===== src/rtl/layer_sequencer.sv =====
// Layer-by-layer sequencer: walks a small per-layer configuration table and
// presents each layer's parameters to the scale stage, handshaking per layer.
//
// state | meaning
// ------+------------------------------------------------------------
// IDLE  | waiting for a transmission_start rising edge; table writable
// INIT  | init raised toward data transmission, waiting for start ack
// LOAD  | one cycle: register table[layer_num] onto the field outputs
// RUN   | layer in progress; layer_ready sampled from 2nd RUN cycle on
// DONE  | last layer finished; outputs hold, table writable, restartable
module layer_sequencer #(
  parameter int LAYER_NUM_WIDTH = 3,
  parameter int LAYER_COUNT     = 4,
  parameter int CFG_WIDTH       = 49
) (
  input  logic                       clk,
  input  logic                       rst,
  input  logic                       transmission_start,
  input  logic                       start,
  input  logic                       layer_ready,
  input  logic                       cfg_we,
  input  logic [LAYER_NUM_WIDTH-1:0] cfg_addr,
  input  logic [CFG_WIDTH-1:0]       cfg_data,
  output logic                       cfg_reject,
  output logic                       init,
  output logic [LAYER_NUM_WIDTH-1:0] layer_num,
  output logic [1:0]                 layer_type,
  output logic [1:0]                 pre_layer_type,
  output logic [7:0]                 fm_size,
  output logic [9:0]                 fm_depth,
  output logic [7:0]                 fm_size_out,
  output logic [1:0]                 padding_out,
  output logic [9:0]                 kernel_num,
  output logic [3:0]                 kernel_size,
  output logic                       pool_type,
  output logic [2:0]                 pool_win_size,
  output logic                       activation,
  output logic                       layer_start,
  output logic                       busy,
  output logic                       done
);

  localparam int AW    = (LAYER_COUNT > 1) ? $clog2(LAYER_COUNT) : 1;
  localparam int DEPTH = 2 ** AW;
  localparam logic [LAYER_NUM_WIDTH-1:0] LAST = LAYER_NUM_WIDTH'(LAYER_COUNT - 1);

  typedef enum logic [2:0] {
    S_IDLE,
    S_INIT,
    S_LOAD,
    S_RUN,
    S_DONE
  } state_t;

  state_t               state;
  logic                 ts_q;
  logic                 start_edge;
  logic                 cfg_ok;
  logic [CFG_WIDTH-1:0] cfg_tbl [DEPTH];
  logic [CFG_WIDTH-1:0] entry;

  assign start_edge = transmission_start & ~ts_q;
  assign cfg_ok     = ((state == S_IDLE) || (state == S_DONE)) &&
                      (int'(cfg_addr) < LAYER_COUNT);
  assign entry      = cfg_tbl[layer_num[AW-1:0]];

  // Address is range-checked before the truncated index is used.
  always_ff @(posedge clk or posedge rst) begin
    if (rst) begin
      for (int i = 0; i < DEPTH; i++) cfg_tbl[i] <= '0;
      cfg_reject <= 1'b0;
    end else begin
      cfg_reject <= cfg_we & ~cfg_ok;
      if (cfg_we && cfg_ok) cfg_tbl[cfg_addr[AW-1:0]] <= cfg_data;
    end
  end

  always_ff @(posedge clk or posedge rst) begin
    if (rst) begin
      state          <= S_IDLE;
      ts_q           <= 1'b0;
      init           <= 1'b0;
      busy           <= 1'b0;
      done           <= 1'b0;
      layer_start    <= 1'b0;
      layer_num      <= '0;
      pre_layer_type <= '0;
      layer_type     <= '0;
      fm_size        <= '0;
      fm_depth       <= '0;
      fm_size_out    <= '0;
      padding_out    <= '0;
      kernel_num     <= '0;
      kernel_size    <= '0;
      pool_type      <= 1'b0;
      pool_win_size  <= '0;
      activation     <= 1'b0;
    end else begin
      ts_q        <= transmission_start;
      layer_start <= 1'b0;
      case (state)
        S_IDLE, S_DONE: begin
          if (start_edge) begin
            state          <= S_INIT;
            init           <= 1'b1;
            busy           <= 1'b1;
            done           <= 1'b0;
            layer_num      <= '0;
            pre_layer_type <= '0;
          end
        end
        S_INIT: begin
          if (start) begin
            state <= S_LOAD;
            init  <= 1'b0;
          end
        end
        S_LOAD: begin
          layer_type    <= entry[1:0];
          fm_size       <= entry[9:2];
          fm_depth      <= entry[19:10];
          fm_size_out   <= entry[27:20];
          padding_out   <= entry[29:28];
          kernel_num    <= entry[39:30];
          kernel_size   <= entry[43:40];
          pool_type     <= entry[44];
          pool_win_size <= entry[47:45];
          activation    <= entry[48];
          layer_start   <= 1'b1;
          state         <= S_RUN;
        end
        S_RUN: begin
          // layer_start marks the first RUN cycle, where layer_ready is stale.
          if (!layer_start && layer_ready) begin
            if (layer_num == LAST) begin
              state <= S_DONE;
              busy  <= 1'b0;
              done  <= 1'b1;
            end else begin
              pre_layer_type <= layer_type;
              layer_num      <= layer_num + 1'b1;
              state          <= S_LOAD;
            end
          end
        end
        default: state <= S_IDLE;
      endcase
    end
  end

endmodule

===== config.mk =====
export PLATFORM = sky130hd
export DESIGN_NAME = layer_sequencer
export DESIGN_NICKNAME = d
export VERILOG_FILES = /design/src/rtl/layer_sequencer.sv
export SDC_FILE = /design/constraint.sdc
export NUM_CORES = 1
export LEC_CHECK = 0
export BUFFER_PORTS_ARGS = -buffer_cell sky130_fd_sc_hd__buf_2
export CAP_MARGIN = 20
export CORE_MARGIN = 3
export CORE_UTILIZATION = 53
export DETAILED_ROUTE_END_ITERATION = 7
export PLACE_DENSITY = 0.87
export SYNTH_ARGS = -nofsm -noshare
export SYNTH_HDL_FRONTEND = slang
export SYNTH_SLANG_ARGS = --single-unit

===== constraint.sdc =====
create_clock -name clk -period 7.6 [get_ports clk]
set_input_delay 0.76 -clock clk [delete_from_list [all_inputs] [get_ports clk]]
set_output_delay 0.76 -clock clk [all_outputs]
set_load 0.05 [all_outputs]

**Yosys cells after proc, flatten, opt, wreduce, memory -nomap -nowiden**

Cells that the tools add are included.

- Flip-flop bits (word level): 259
- Output and inout port bits: 59

- Muxes and demuxes: 30
- Bitwise operators: 6
- Magnitude comparators: 4
- Reduce and logical (&&, ||, !) cells: 14
- Eq/ne operators: 10
- Add/subtract/negate cells: 1

Operators by type and width:

| kind | count |
|---|---|
| $bwmux 196 | 1 |
| $mux 49 | 3 |
| $bmux 49 s2 | 1 |
| $demux 49 s2 | 1 |
| $mux 3 | 7 |
| $pmux 3 s4 | 1 |
| $ne 2x2->1 const B | 5 |
| $eq 3x2->1 const B | 3 |
| $mux 1 | 8 |
| $reduce_and 4->1 | 2 |
| $ge 3x3->1 const B | 2 |
| $mux 2 | 3 |
| $not 2->3 | 2 |
| $pmux 1 s2 | 3 |
| $pmux 3 s2 | 1 |
| $reduce_and 3->1 | 2 |
| $logic_and 1x1->1 | 4 |
| $pmux 2 s2 | 1 |
| $reduce_bool 2->1 | 2 |
| $add 3x1->3 const B | 1 |
| $eq 3x1->1 const B | 1 |
| $eq 3x3->1 const B | 1 |
| $logic_not 3->1 | 1 |
| $lt 3x1->1 const B | 1 |
| other kinds (6) | 8 |

**Logic depth before layout (Yosys ltp)**

Gate-level depths: netlist of the first run.

- Depth in word-level cells: 6
- Depth in mapped cells: 6

**Least setup slack after synthesis of the first run**

Ideal clock, no wire load.

- Kind: input to register
- From: input port cfg_addr[2]
- To: register cfg_tbl[0] in the netlist's numbering
- Arrival: 1.917 ns
- Path buffers: 3
- Stages: 6
- Setup slack: 5.559 ns
- Data required time: 7.475 ns
- Cell sequence: nor4b_4 > and3_1 > buf_2 > buf_4 > buf_6 > mux2_2

- Cells in the longest elaborated chain, start to end: 3

Ends and longest elaborated chain:

| what | RTL line | text |
|---|---|---|
| start, declared | 22 | `input logic [LAYER_NUM_WIDTH-1:0] cfg_addr,` |
| $lt 3x3->1 | 64 | `(int'(cfg_addr) < LAYER_COUNT);` |
| $logic_and 1x1->1 | 63 | `assign cfg_ok = ((state == S_IDLE) \|\| (state == S_DONE)) &&` |
| $logic_and 1x1->1 | 74 | `if (cfg_we && cfg_ok) cfg_tbl[cfg_addr[AW-1:0]] <= cfg_data;` |
| end signal, assigned by index | 74 |  |
| end, declared | 59 | `logic [CFG_WIDTH-1:0] cfg_tbl [DEPTH];` |

Every way passes these cells.
A chain may end at the register's enable or synchronous reset.

**Final worst setup path of the first run**

- From: register layer_num[1]
- To: output port layer_num[1]

RTL lines:

| what | RTL line | text |
|---|---|---|
| start, declared | 26 | `output logic [LAYER_NUM_WIDTH-1:0] layer_num,` |
| start signal, assigned | 141 | `layer_num <= layer_num + 1'b1;` |

No word-level cell between the ends.

==> results.md, run 1 <==
- Final Skew: about 0.011 ns
- Postcts setup bufs: 0
- Die width: 149 µm
- Die Area: roughly 22000 µm²
- Number of inserted diodes: 0
- Clk pin slew, worst setup/hold paths: about 0.060 ns
- Worst-path maximum fanout: 54
- Die span in y: 149 µm
- Final HPWL DP: ~13000 µm
- Antenna Nets Post-Route: 0
- Crit-path leading delay family: flip-flops
- Grt ovf: 0
- Final setup fails: 0
- CTS sink count: 259
- First-pass iteration count of the detailed router: 4
- Final Hold Fails: 0
- Ys async rst share: between 90% and 100%
- H-tree depth: 1
- Fillers: 1522
- FP Rows: 51
- Avg Cell Area, Syn: 14.5 µm²
- Max frequency: 367 MHz
- Area of the core: between 15000 and 20000 µm²
- Critical path, cell by cell: buf_2
- DRT met1 WL: approximately 9400 µm
- EDFF count, synth: 0
- Pins Over Slew Limit: 0
- Seq/Total Area, Yosys: between 50 and 60%
- DP Worst Slack: ~4.8 ns
- Area of the mapped netlist: between 10000 and 15000 µm²
- Top routing layer in use: met5
- Initial antenna violation count: 1
- Worst Hold Slack: ~0.38 ns
- CTS max path bufs: 3
- Number of global-route vias before repair: 6903
- WP data required: between 6 and 7 ns
- CP max stage cell: dfrtp_4
- Effective utilization at floorplan: between 50% and 60%
- Largest net degree at the start of global routing: 187
- Drt drc: 0
- Mapped Nets: about 800
- Critical path arrival: between 1.5 and 2 ns
- Status: finished, final reports clean
- Pwr dens: 376 nW/µm²
- Tot Pwr: 0.00471 W
- RSZ-0062 raised after global routing: no
- Worst slew pin tran: 0.974 ns
- Period Utilization, post-route: between 30% and 40%
- Cells after DPL: between 1000 and 1500
- Drt total wl: between 20000 and 25000 µm
- Seq cells post-synth: ~260
- Area delta synth->final: 15.3%
- Synth warn: 0
- Clock root buffer: clkbuf_16
- R2R Path Start: layer_num[1]
- Layout cell share with drive strength beyond 1: between 40% and 50%
- Top_reg_cell synth: dfrtp_1
- Vias/cell: roughly 5.7
- Crit end category: primary output
- TNS Setup: 0 ns
- Worst setup SP type: flip-flop
- Cells after Synth: approximately 750
- Post-synth top area share: between 50% and 60%
- CTS tree: done
- Post-CTS Resized: 0
- I/O pins: between 100 and 150
- Synth area leaders: dfrtp_1, mux2_2, mux2i_1, o221ai_1, nand2_1
- Final worst slack: between 4 and 5 ns
- First-pass GRT wire length: around 36000 µm
- Met3 wire len: approximately 980 µm
- Non-Filler Instances: approximately 1100
- MaxCap Viol Count: 0
- Hold-fix buffers at CTS: 0
- Post-synth top cells: dfrtp_1, mux2_2, mux2i_1, nand2_1, o221ai_1
- CTS buffer count: 26
- LEAKAGE: around 6 nW
- Setup crit start: layer_num[1]
- Slowest stage delay, CP: a little over 1 ns
- Port-buffer cells: between 100 and 150
- HP Start: transmission_start
- Setup CP Type: flip-flop to primary output
- Critical path buffers and inverters: 1
- Post-synthesis cell type with the largest combined area: dfrtp_1
- Distinct cells, synth: 33
- DR vias: 6537
- Final min period: approximately 2.7 ns
- GPL Wtd Cong: 0.748
- Initial DRC count: 308
- Drt wl/cell: 19.4 µm
- Clock Latency Late Sink: 0.51 ns
- Post-layout net count: around 910
- WL met2: between 10000 and 15000 µm
- GRT Overall Usage: 20.1%
- Max IR drop VDD: approximately 220 µV
- Hold Crit Class: input pin to flip-flop
- Slew margin rel.: around a third
- Most common cell in the netlist: dfrtp_1
[cells in the final DEF (no fill, tap or decap), drive strengths merged, types with 3 or more instances in the layout]
master,count
buf,126
dfrtp,259
a21oi,4
clkbuf,37
or3b,3
o221ai,49
clkinv,8
bufinv,3
nor2,3
nand2,51
a22o,4
inv,7
mux2,197
nand3b,3
nor4b,3
mux2i,98
[layout make-up]
type                            instances  area, µm²  share of cell area [%]
Clock buffer                           37        763                    6.09
Clock inverter                         11        130                    1.04
Inverter                                8       33.8                   0.270
Multi-Input combinational cell        432       4120                    32.9
Sequential cell                       259       6480                    51.8
Tap cell                              265        332                    2.65
Timing Repair Buffer                  126        668                    5.33
[per-stage QoR]
step / cell area, µm² / utilization [%]
finish: 12500 / 63.3
global route: 12500 / 63.3
CTS: 12500 / 63.3
detailed placement: 11600 / 58.8
global placement: 11600 / 58.8
floorplan: 10900 / -
[power by group]
| group | switching [W] | leakage [nW] | internal, W |
|---|---|---|---|
| registers | 0.000284 | 3.47 | 0.00180 |
| logic | 0.000756 | 2.23 | 0.000560 |
| clock network | 0.000511 | 0.448 | 0.000799 |
| total | 0.00155 | 6.14 | 0.00316 |
[state kept, by name, indices dropped and copies added (netlist names), 3 cells and up]
register	cells
cfg_tbl	196
fm_depth	10
kernel_num	10
fm_size	8
fm_size_out	8
kernel_size	4
layer_num	3
pool_win_size	3
state	3
[logic make-up (layout without fill, tap and decap cells)]
group / after synthesis / in the layout / share of synthesized area [%]
compound gates: 64 / 64 / 4.92
simple gates: 71 / 71 / 3.26
buf+inv: 60 / 182 / 2.50
mux: 295 / 295 / 29.4
fa+ha+maj: 2 / 2 / 0.230
flops: 259 / 259 / 59.6
[worst paths after layout]
path	to	depth (start not counted)	slack [ns]
min	ts_q	1	0.38
min in group asynchronous	cfg_reject	3	0.55
max reg2reg	fm_depth[9]	3	5.11
max in group asynchronous	layer_num[1]	4	5.49
min reg2reg	busy	1	0.48
max	layer_num[1]	1	4.88
[routing by layer]
metal | global-route usage (%) | up-vias
met2 | 35.2 | 136
met4 | 5.08 | 2
met1 | 26.6 | 3420
met3 | 3.04 | 29
met5 | 0 | -
li1 | - | 2950
Power figures use the tool's default switching activity.
==> run 2, diff against run 1 <==
- ABC_AREA: not set -> 1
- CORE_UTILIZATION: 53 -> 59
- PLACE_DENSITY: 0.87 -> 0.91
- clock period: 7.6 -> 2.9 ns (I/O delays scaled with it)
==> results.md, run 2 <==
- First-pass iteration count of the detailed router: 5
- Vias/cell: approximately 5.5
- CTS buffer count: 26
- I/O pins: around 120
- TNS Setup: 0 ns
- Distinct cells, synth: 21
- Antenna Nets Post-Route: 0
- Status: finished, final reports clean
- MaxCap Viol Count: 0
- Synth warn: 0
- Post-layout net count: 1657
- Area of the core: ~19000 µm²
- Drt drc: 0
- Final setup fails: 0
- Worst Hold Slack: roughly 0.0063 ns
- Pwr dens: around 1200 nW/µm²
- Port-buffer cells: about 120
- Effective utilization at floorplan: 60.8%
- Number of global-route vias before repair: 10263
- DP Area: 12300 µm²
- DR vias: around 10000
- Worst slew pin tran: 1.00 ns
- Period Utilization, post-route: between 80% and 90%
- Max IR drop VDD: approximately 600 µV
- WP data required: about 2.6 ns
- RSZ-0062 raised after global routing: no
- Clock Latency Late Sink: about 0.53 ns
- Largest registers: cfg_tbl: 196 flops, fm_depth: 10 flops, kernel_num: 10 flops
- Design Area, Final: 13100 µm²
- Cells after Synth: ~1500
- Grt ovf: 0
- First-pass GRT wire length: about 50000 µm
- Max frequency: about 420 MHz
- Seq/Total Area, Yosys: a little under three fifths
- Worst setup SP type: flip-flop
- Multi-input gate area: roughly 4600 µm²
- Post-synth top cells: nand2_1, dfrtp_1, nor2_1, o21ai_0, clkbuf_1
- Reg area: between 6000 and 7000 µm²
- Initial antenna violation count: 1
- Area delta synth->final: 14.5%
- Final min period: ~2.4 ns
- Most flop-heavy register: cfg_tbl
- Slew margin rel.: between 30 and 40%
- Clock root buffer: clkbuf_16
- Core Util, Final: between 60% and 70%
- Postcts setup bufs: 0
- Synth area leaders: dfrtp_1, nand2_1, nor2_1, o21ai_0, clkbuf_1
- Die width: approximately 150 µm
- Clk pin slew, worst setup/hold paths: around 0.06 ns
- Hold Crit Class: input pin to flip-flop
- Xor and xnor fraction of the mapped netlist area: 0%
- H-tree depth: 1
- Hold-fix buffers at CTS: 2
- LEAKAGE: about 7.4 nW
- Commonest non-fill, non-tap cell in the layout: nand2_1
- Largest family of logic cells by synthesized area: simple AND/OR/NAND/NOR gates
- CTS sink count: about 260
- Fillers: between 1000 and 1500
- Area of the mapped netlist: 11500 µm²
- Die Area: 21200 µm²
- Most frequent cells in the layout: nand2_1, dfrtp_1, nor2_1
- Top_reg_cell synth: dfrtp_1
- Drt wl/cell: 16.2 µm
- GRT Overall Usage: between 20 and 30%
- Drt total wl: approximately 30000 µm
- Pins Over Slew Limit: 0
- Initial DRC count: approximately 1100
- Final Skew: 0.0184 ns
- Ys async rst share: 100%
- GPL Wtd Cong: around 0.79
- FP Rows: 50
- Post-CTS Resized: 0
- CTS max path bufs: 3
- CTS tree: done
- Simple-gate area share of the yosys netlist: 34.6%
- Post-synthesis compound-gate area fraction: about 4.5%
- Worst-path maximum fanout: between 40 and 50
- Post-synth top area share: 56.5%
- Mapped Nets: about 1600
- Setup CP Type: flip-flop to primary output
- Die span in y: around 150 µm
- Most common cell in the netlist: nand2_1
- Crit end category: primary output
- Post-synthesis cell type with the largest combined area: dfrtp_1
- Seq cells post-synth: between 200 and 300
- Max reg flops: 196
- Synth Area in Adders: 0.218%
- Mux share of post-synthesis cell area: 0%
- Avg Cell Area, Syn: roughly 7.6 µm²
- EDFF count, synth: 0
- Final Hold Fails: 0
- Layout cell share with drive strength beyond 1: 12.6%
- Largest net degree at the start of global routing: 101
- Critical path arrival: ~2.1 ns
- Final HPWL DP: between 15000 and 20000 µm
==> run 2: changes by cell type after synthesis, moves of 49 or more <==
cell,delta
mux2_2,-197
mux2i_1,-98
nand2_1,+765
nor2_1,+204
o21ai_0,+98
o221ai_1,-49
==> run 2: logic make-up (layout without fill, tap and decap cells) <==
group | after synthesis | in the layout
fa+ha+maj | 2 | 2
simple gates | 1043 | 1043
flops | 259 | 259
other cells | 0 | 1
compound gates | 103 | 103
buf+inv | 101 | 206
==> run 2: worst max-delay path, cell delays in order, from the launching register on <==
cell and delay [ns]:
dfrtp_4 0.60, buf_4 0.55, buf_2 0.37
==> run 2: per-layer routing <==
layer	global-route usage, %	routed length, µm	up-vias
met1	37.9	12000	4902
met2	47.0	14500	565
met4	12.0	1180	0
li1	-	-	4785
met5	0	0	-
met3	4.17	2530	107
==> run 2: final timing paths <==
kind                               from  cells after the start  slack, ns        endpoint
setup / recovery           layer_num[0]                      2       0.52    layer_num[0]
hold / removal             cfg_data[40]                      3      0.006    cfg_tbl[138]
setup reg to reg               state[0]                      6       0.54     cfg_tbl[88]
hold reg to reg                    busy                      2       0.47            busy
max in group asynchronous           rst                      5       1.70  fm_size_out[4]
min in group asynchronous           rst                      3       0.26    layer_num[0]
==> run 2: power breakdown <==
| part | switching, W | total (W) | internal, W |
|---|---|---|---|
| logic | 0.00433 | 0.00613 | 0.00180 |
| clock network | 0.00139 | 0.00342 | 0.00204 |
| registers | 0.000982 | 0.00622 | 0.00524 |
| total | 0.00670 | 0.0158 | 0.00908 |
==> run 2: layout make-up <==
| class | instances | share of cell area (%) |
|---|---|---|
| Antenna cell | 1 | 0.0190 |
| Timing Repair Buffer | 143 | 6.28 |
| Clock buffer | 37 | 5.96 |
| Sequential cell | 259 | 49.3 |
| Clock inverter | 7 | 0.647 |
| Tap cell | 260 | 2.47 |
| Multi-Input combinational cell | 1148 | 34.7 |
| Inverter | 19 | 0.571 |
==> run 2: stage by stage <==
| step | power, W | instances | setup slack [ns] |
|---|---|---|---|
| floorplan | 0.0106 | 1508 | -0.804 |
| global placement | 0.0119 | 1827 | 0.806 |
| detailed placement | 0.0122 | 1827 | 0.601 |
| CTS | 0.0157 | 1873 | 0.567 |
| global route | 0.0169 | 1874 | 0.372 |
| finish | 0.0158 | 1874 | 0.524 |
==> run 3, diff against run 2 <==
- clock period: 2.9 -> 2.3 ns (I/O delays scaled with it)
==> results.md, run 3 (synthesis results as in run 2) <==
- Layout cell share with drive strength beyond 1: about an eighth
- Effective utilization at floorplan: about three fifths
- Max IR drop VDD: 1000 µV
- FP Rows: 50
- Crit end category: primary output
- Post-CTS Resized: 0
- Worst Hold Slack: approximately 0.026 ns
- Core Util, Final: 73.4%
- LEAKAGE: 7.71 nW
- H-tree depth: 1
- Final Skew: about 0.0097 ns
- Pwr dens: 1470 nW/µm²
- Worst Hold End: init
- Status: finished, final reports clean
- Clock root buffer: clkbuf_16
- Critical path buffers and inverters: 2
- Antenna Nets Post-Route: 0
- Post-layout net count: between 1500 and 2000
- Drt drc: 0
- Area delta synth->final: 20.7%
- First-pass iteration count of the detailed router: 5
- Postcts setup bufs: 0
- R2r endpoint: cfg_tbl[8]
- HP Start: start
- MaxCap Viol Count: 0
- Die Area: approximately 21000 µm²
- Most flop-heavy register: cfg_tbl
- Max reg flops: 196
- CTS buffer count: 26
- Slowest stage delay, CP: between 0.5 and 0.6 ns
- Clock Latency Late Sink: between 0.5 and 0.6 ns
- WP data required: 2.07 ns
- Most frequent cells in the layout: nand2_1, dfrtp_1, nor2_1
- Worst slew pin tran: roughly 0.63 ns
- Largest registers: cfg_tbl: 196 flops, fm_depth: 10 flops, kernel_num: 10 flops
- WHS Path Cells: 4
- Non-Filler Instances: between 1500 and 2000
- Tot Pwr: a little over 0.02 W
- CTS sink count: 259
- Register-to-Register Path Depth: 7
- Setup crit start: layer_num[0]
- Final HPWL DP: ~18000 µm
- Grt ovf: 0
- Initial DRC count: around 1000
- Drt total wl: a little over 30000 µm
- Final setup fails: 0
- Final Hold Fails: 0
- CTS tree: done
- Worst-path maximum fanout: 37
- Critical path, cell by cell: buf_4 -> buf_2
- Cells after DPL: around 1800
- Clk pin slew, worst setup/hold paths: 0.06 ns
- Final min period: around 2.1 ns
- Number of global-route vias before repair: 10803
- Worst setup SP type: flip-flop
- Hold Crit Class: input pin to flip-flop
- First-pass GRT wire length: roughly 52000 µm
- Hold-fix buffers at CTS: 52
- DR vias: between 10000 and 15000
- Initial antenna violation count: 0
- Crit-path leading delay family: buffers and inverters
- CP max stage cell: dfrtp_4
- GRT Overall Usage: 29.5%
- I/O pins: roughly 120
- Period Utilization, post-route: roughly nine tenths
- Commonest non-fill, non-tap cell in the layout: nand2_1
- R2R Setup Slk: 0.28 ns
- Slew margin rel.: between 50 and 60%
- R2R Path Start: state[0]
- Pins Over Slew Limit: 0
- Die width: about 150 µm
- Port-buffer cells: around 120
- Area of the core: about 19000 µm²
- Setup CP Type: flip-flop to primary output
- Max frequency: about 480 MHz
- Largest net degree at the start of global routing: 76
- RSZ-0062 raised after global routing: no
- Critical path arrival: roughly 1.8 ns
- Drt wl/cell: ~16 µm
- CTS max path bufs: 3
- Die span in y: between 100 and 150 µm
- Vias/cell: around 5.5
- GPL Wtd Cong: between 0.8 and 0.9
[run 3: cell types whose count changed in the layout (fill, tap and decap cells not counted)]
cell           change
clkbuf_1           +1
clkbuf_8           +1
buf_12             +9
dlygate4sd3_1     +50
buf_4              -6
bufinv_16          +2
[run 3: cell type report]
cell class,count,area (µm²)
clock inverter,9,145
clock buffer,39,801
tap,260,325
fill,1323,5030
timing repair buffer,196,1460
inverter,19,75.1
multi-input combinational,1148,4560
antenna,1,2.50
sequential,259,6490
[run 3: how the worst max path moves through the flow]
| stage | endpoint | cells past startpoint | slack, ns |
|---|---|---|---|
| global route | cfg_tbl[8] | 7 | 0.14 |
| floorplan | activation | 1 | -1.34 |
| detailed placement | cfg_tbl[17] | 7 | 0.33 |
| global placement | cfg_tbl[20] | 7 | 0.45 |
| finish | layer_num[0] | 2 | 0.24 |
| CTS | layer_num[0] | 2 | 0.24 |
[run 3: routing by layer]
layer,routed length [µm],GRT usage [%],vias to the layer above
met5,0,0,-
met1,11900,38.0,4977
met3,2920,4.33,90
met2,15400,50.5,605
met4,992,12.1,0
li1,-,-,4889
[run 3: worst reg2reg max path, stage by stage (launching register included)]
cell and delay [ns]:
dfrtp_1 0.45, nor2_2 0.17, nand3_2 0.27, nor2_1 0.28, nand2_2 0.29, buf_12 0.29
nand2_1 0.11, nand2_1 0.06
[run 3: power by group]
group | total [W] | leakage (nW) | switching [W] | internal (W)
registers | 0.00779 | 3.33 | 0.00118 | 0.00661
logic | 0.00796 | 3.91 | 0.00553 | 0.00244
clock network | 0.00463 | 0.471 | 0.00178 | 0.00285
[run 3: through the flow]
stage	setup slack, ns	setup TNS (ns)	area (µm²)
6_report	0.238	0	13900
5_1_grt	0.139	0	13900
4_1_cts	0.237	0	13900
3_5_place_dp	0.331	0	12400
3_3_place_gp	0.448	0	12400
2_1_floorplan	-1.34	-347.99	11500
